==> config.mk <==
export PLATFORM = sky130hd
export DESIGN_NAME = mac_operand_feeder
export DESIGN_NICKNAME = d
export VERILOG_FILES = /design/src/rtl/mac_operand_feeder_pkg.sv /design/src/rtl/mac_feed_buffer.sv /design/src/rtl/mac_operand_feeder.sv
export SDC_FILE = /design/constraint.sdc
export NUM_CORES = 1
export LEC_CHECK = 0
export BUFFER_PORTS_ARGS = -buffer_cell sky130_fd_sc_hd__buf_2
export CORE_ASPECT_RATIO = 1.4
export CORE_MARGIN = 2
export CORE_UTILIZATION = 56
export DETAILED_ROUTE_END_ITERATION = 16
export PLACE_DENSITY = 0.74
export SETUP_SLACK_MARGIN = 0.5
export SYNTH_ARGS = -nofsm -noshare
export SYNTH_HDL_FRONTEND = slang
export SYNTH_SLANG_ARGS = --single-unit
==> constraint.sdc <==
create_clock -name clk -period 8 [get_ports clk]
set_input_delay 1.6 -clock clk [delete_from_list [all_inputs] [get_ports clk]]
set_output_delay 1.6 -clock clk [all_outputs]
set_load 0.005 [all_outputs]
==> src/rtl/mac_operand_feeder_pkg.sv <==
// Shared types for the MAC operand feeder: FP32 width, Scalar operand struct, feeder FSM states.
// Optional feature macro used by the feeder top: MAC_FEED_ZERO_SKIP_EN.
package mac_operand_feeder_pkg;

    localparam int SINGLE = 32;

    typedef struct packed {
        logic [SINGLE-1:0] value;
        logic              valid;
    } scalar_t;

    typedef enum logic [2:0] {
        ST_IDLE,
        ST_CLEAR,
        ST_STREAM,
        ST_DRAIN,
        ST_DONE
    } feeder_state_e;

    // +0 and -0 both count as zero; the sign bit is ignored.
    function automatic logic is_fp_zero(input logic [SINGLE-1:0] f);
        return f[SINGLE-2:0] == '0;
    endfunction

endpackage

==> src/rtl/mac_feed_buffer.sv <==
// DEPTH x 64-bit operand-pair register file: one synchronous write port, one combinational read port.
// Deliberately has no reset so contents survive a feeder reset.
module mac_feed_buffer #(
    parameter  int DEPTH = 16,
    localparam int AW    = $clog2(DEPTH)
) (
    input  logic          clk,
    input  logic          we,
    input  logic [AW-1:0] waddr,
    input  logic [63:0]   wdata,
    input  logic [AW-1:0] raddr,
    output logic [63:0]   rdata
);

    logic [63:0] mem [DEPTH];

    always_ff @(posedge clk) begin
        if (we) begin
            mem[waddr] <= wdata;
        end
    end

    assign rdata = mem[raddr];

endmodule

==> src/rtl/mac_operand_feeder.sv <==
// Dot-product front end: clears the MAC, streams buffered FP32 pairs, waits the MAC latency, captures the result.
// Define MAC_FEED_ZERO_SKIP_EN to suppress valid on pairs where either operand is +/-0.
module mac_operand_feeder
    import mac_operand_feeder_pkg::*;
#(
    parameter  int DEPTH       = 16,
    parameter  int MAC_LATENCY = 2,
    localparam int AW          = $clog2(DEPTH),
    localparam int LW          = AW + 1,
    localparam int DW          = $clog2(MAC_LATENCY + 1)
) (
    input  logic              clk,
    input  logic              rst_n,
    input  logic              wr_en,
    input  logic [AW-1:0]     wr_addr,
    input  logic [SINGLE-1:0] wr_data,
    input  logic [SINGLE-1:0] wr_weight,
    input  logic              start,
    input  logic [LW-1:0]     len,
    output logic              busy,
    output scalar_t           mac_data,
    output scalar_t           mac_weight,
    output logic              acc_clr_n,
    input  logic [SINGLE-1:0] mac_out,
    output logic [SINGLE-1:0] result,
    output logic              result_valid,
    output feeder_state_e     dbg_state
);

    feeder_state_e     state;
    logic [LW-1:0]     cnt;
    logic [LW-1:0]     eff_len;
    logic [DW-1:0]     dcnt;
    logic [63:0]       rd_pair;
    logic [SINGLE-1:0] rd_data;
    logic [SINGLE-1:0] rd_weight;
    logic [LW-1:0]     eff_len_in;
    logic              pair_live;
    scalar_t           nxt_data;
    scalar_t           nxt_weight;

    // Writes are only accepted in IDLE so the buffer is frozen for the whole run.
    mac_feed_buffer #(.DEPTH(DEPTH)) u_buffer (
        .clk   (clk),
        .we    (wr_en && (state == ST_IDLE)),
        .waddr (wr_addr),
        .wdata ({wr_data, wr_weight}),
        .raddr (cnt[AW-1:0]),
        .rdata (rd_pair)
    );

    assign rd_data    = rd_pair[63:32];
    assign rd_weight  = rd_pair[31:0];
    assign eff_len_in = (len > LW'(DEPTH)) ? LW'(DEPTH) : len;

`ifdef MAC_FEED_ZERO_SKIP_EN
    assign pair_live = !(is_fp_zero(rd_data) || is_fp_zero(rd_weight));
`else
    assign pair_live = 1'b1;
`endif

    always_comb begin
        nxt_data         = '0;
        nxt_weight       = '0;
        nxt_data.valid   = pair_live;
        nxt_weight.valid = pair_live;
        if (pair_live) begin
            nxt_data.value   = rd_data;
            nxt_weight.value = rd_weight;
        end
    end

    // cnt is both the read index and the number of pairs already presented.
    always_ff @(posedge clk or negedge rst_n) begin
        if (!rst_n) begin
            state        <= ST_IDLE;
            cnt          <= '0;
            eff_len      <= '0;
            dcnt         <= '0;
            busy         <= 1'b0;
            mac_data     <= '0;
            mac_weight   <= '0;
            acc_clr_n    <= 1'b1;
            result       <= '0;
            result_valid <= 1'b0;
        end else begin
            case (state)
                ST_IDLE: begin
                    result_valid <= 1'b0;
                    if (start) begin
                        state     <= ST_CLEAR;
                        eff_len   <= eff_len_in;
                        cnt       <= '0;
                        busy      <= 1'b1;
                        acc_clr_n <= 1'b0;
                    end
                end
                ST_CLEAR: begin
                    acc_clr_n <= 1'b1;
                    if (eff_len == '0) begin
                        state        <= ST_DONE;
                        result       <= '0;
                        result_valid <= 1'b1;
                    end else begin
                        state      <= ST_STREAM;
                        mac_data   <= nxt_data;
                        mac_weight <= nxt_weight;
                        cnt        <= cnt + LW'(1);
                    end
                end
                ST_STREAM: begin
                    if (cnt == eff_len) begin
                        state      <= ST_DRAIN;
                        mac_data   <= '0;
                        mac_weight <= '0;
                        dcnt       <= DW'(1);
                    end else begin
                        mac_data   <= nxt_data;
                        mac_weight <= nxt_weight;
                        cnt        <= cnt + LW'(1);
                    end
                end
                ST_DRAIN: begin
                    if (dcnt == DW'(MAC_LATENCY)) begin
                        state        <= ST_DONE;
                        result       <= mac_out;
                        result_valid <= 1'b1;
                    end else begin
                        dcnt <= dcnt + DW'(1);
                    end
                end
                ST_DONE: begin
                    state        <= ST_IDLE;
                    busy         <= 1'b0;
                    result_valid <= 1'b0;
                end
                default: begin
                    state <= ST_IDLE;
                    busy  <= 1'b0;
                end
            endcase
        end
    end

    assign dbg_state = state;

endmodule

==> impl_metrics.yaml <==
status:
  outcome: "finished clean"
placement:
  dpl.hpwl_um: 47900
  portBuffers: 212
  dp.cells: 3270
  routabilityCongestion: 0.754
hold_path:
  whs_path_depth: 1
  min_path_type: "reg2reg"
sta:
  fin_crit_sh_pct: 47.7
  finalCriticalPeriod_ns: 3.82
  worstMarginPinSlew_ns: 1.29
  setup_tns_ns: 0
  setup_viol: 0
  hold_viol_final: 0
  rsz0062_at_grt: "false"
  fmax_ghz: 0.262
  clock-skew-final_ns: 0.0323
  relSlewSlack_pct: 13.9
  final_max_slew_viol_count: 0
drt:
  drc_errors: 0
  dr_total_vias: 21600
  antenna_left: 0
  via_per_inst: 6.23
  wl_per_cell_um: 27.4
  wl_um: 95000
  firstDrtPassIters: 5
  drt_iter0_markers: 2115
logic_synthesis:
  syn_inst: 2119
  yosys_warnings: 0
  synthTopCellsByCount: "edfxtp_1, mux4_2, mux2_2"
  synth-seq-cells: 1139
  synth_top_area_share_pct: 70.7
  yosysTopAreaCell: "edfxtp_1"
  postSynthAreaPerCell_um2: 20.5
  synth_edf_count: 1024
  ys_async_sr_fraction_pct: 10.1
  synth_most_common_cell: "edfxtp_1"
  yosysSeqAreaShare_pct: 77.3
  synth.area.top_cells: "edfxtp_1, mux4_2, dfrtp_1, mux2_2, a22o_1"
  syn-num-nets: 2230
  synth_cell_types: 38
  syn_area_um2: 43500
  synth_flop_cell: "edfxtp_1"
global_route:
  grt_max_degree: 118
  grt_antenna_before_repair: 15
  grt-ovfl-total: 0
  track_usage_pct: 24.0
  grt_first_pass_wirelength_um: 141000
  grt_pass1_vias: 22400
power_and_ir_drop:
  internal_power_uw: 11700
  switching_power_uw: 4770
  leakagePower_uw: 0.0161
  peakVddDrop_uv: 286
  power_frac_comb_pct: 25.9
  pwr_density_cell_nw_per_um2: 335
  total_power_uw: 16500
  swShare_pct: 29.0
  pwr-share-clk_pct: 30.1
  power_frac_seq_pct: 44.1
layout:
  area_growth_pct: 12.9
  fin_cells: 3466
  multiInputGateArea_um2: 9360
  fin_nets: 2446
  seqCellArea_um2: 33600
  fin_util_pct: 64.0
  num-fill-cells: 4978
  drive_gt1_share_pct: 31.4
clock_tree:
  clk_pin_slew_ns: 0.07
  hold_buffers: 0
  numClockSinks: 1139
  h-tree-depth: 3
  cts_buffer_depth: 3
  cts_tree: "built"
  numCtsBuffers: 100
  post_cts_resized: 0
  clockRootBuffer: "clkbuf_16"
  postCtsSetupBuffers: 0
  clk-insertion-delay-late_ns: 0.69
worst_setup_path:
  endpoint_kind: "register"
  crit_fanout: 53
  crit_slowest_cell: "dfrtp_4"
  crit_cells: 7
  cpMostUsedCell: "buf_4"
  worst-path-buf-inv: 2
  worstSetupPathType: "reg2reg"
  crit_family: "buffers and inverters"
  worst_setup_path_start_kind: "register"
  cp.required_ns: 8.56
  cpPeakStageDelay_ns: 0.97
  arrival_ns: 4.37
  r2r_cells: 7
  path_cells: "buf_4, buf_4, mux4_2, mux2_2, nand2_1, o31ai_1, a22o_1"
flow_run:
  max_cap_violations: 0
floorplan:
  rows: 120
  io_pins: 213
  dieWidth_um: 240
  initial_utilization_pct: 56.7
  core_area_um2: 76700
  fp.dieH_um: 334
  die-area_um2: 80000
-- final cells by class --
class	count	share of cell area, %
antenna	6	0.0306
sequential	1139	68.5
timing repair buffer	250	2.78
clock buffer	137	5.74
clock inverter	53	1.22
inverter	4	0.0306
multi-input combinational	840	19.1
tap	1037	2.64
-- worst reg2reg max path: cells and delay by family, from the launching register on --
family          cells  cell delay (ns)
buf+inv             2             1.38
flops               1             0.97
mux                 2             0.89
compound gates      2             0.39
simple gates        1             0.07
-- power groups by stage --
stage / logic (µW) / registers [µW] / clock network [µW]
after floorplan: 3010 / 7170 / 0
after global placement: 4180 / 7370 / 0
after detailed placement: 4270 / 7390 / 0
after CTS: 4320 / 7260 / 5020
after global routing: 4590 / 7300 / 5220
final: 4260 / 7250 / 4950
-- layout by cell type, fill, tap and decap left out, drive strengths merged, types with 3 or more instances in the layout --
master,count
o21ai,7
bufinv,10
nand3,4
nand2b,14
xnor2,5
mux2i,3
a21oi,4
nor2,19
a211oi,64
mux2,131
diode,6
o31ai,65
nor2b,64
inv,13
edfxtp,1024
a22o,97
clkbuf,137
nand2,84
mux4,192
dfrtp,114
o22ai,65
nor3,5
clkinv,30
clkinvlp,4
buf,250
-- final timing paths --
kind / start / end / slack, ns
max in group asynchronous: rst_n / cnt[1] / 5.61
hold reg to reg: result[3] / result[3] / 0.49
setup / recovery: cnt[0] / mac_data[10] / 4.18
setup reg to reg: cnt[0] / mac_data[10] / 4.18
hold / removal: result[3] / result[3] / 0.49
min in group asynchronous: rst_n / result[3] / 0.92
-- sequential cells by signal, indices dropped and copies added, names as in the netlist --
signal	flops
result_valid	1
dbg_state	3
mac_data	33
result	32
mac_weight	32
eff_len	5
cnt	5
dcnt	2
busy	1
acc_clr_n	1
u_buffer.mem	1024
-- metrics by stage --
| stage | hold WS (ns) | setup slack (ns) | area [µm²] |
|---|---|---|---|
| 2_1_floorplan | 0.467 | 1.05 | 43500 |
| 3_3_place_gp | 0.478 | 3.76 | 45700 |
| 3_5_place_dp | 0.476 | 3.70 | 45700 |
| 4_1_cts | 0.499 | 4.06 | 49100 |
| 5_1_grt | 0.508 | 3.86 | 49100 |
| 6_report | 0.492 | 4.18 | 49100 |
-- routing by layer --
layer	GRT usage [%]	part of all wire [%]	routed length (µm)
met1	30.9	38	36200
met2	41.3	52	49400
met3	4.33	7.0	6670
met4	8.14	2.7	2590
met5	0	0.097	92
-- cells by family after synthesis --
group	synth area share [%]
muxes	13.4
xor gates and xnor gates	0.101
adders and majority gates	0.0575
DFF	77.3
and+or+nand+nor	2.30
AOI/OAI and AO/OA	5.34
buffers and inverters	1.53
Power figures use the tool's default switching activity.
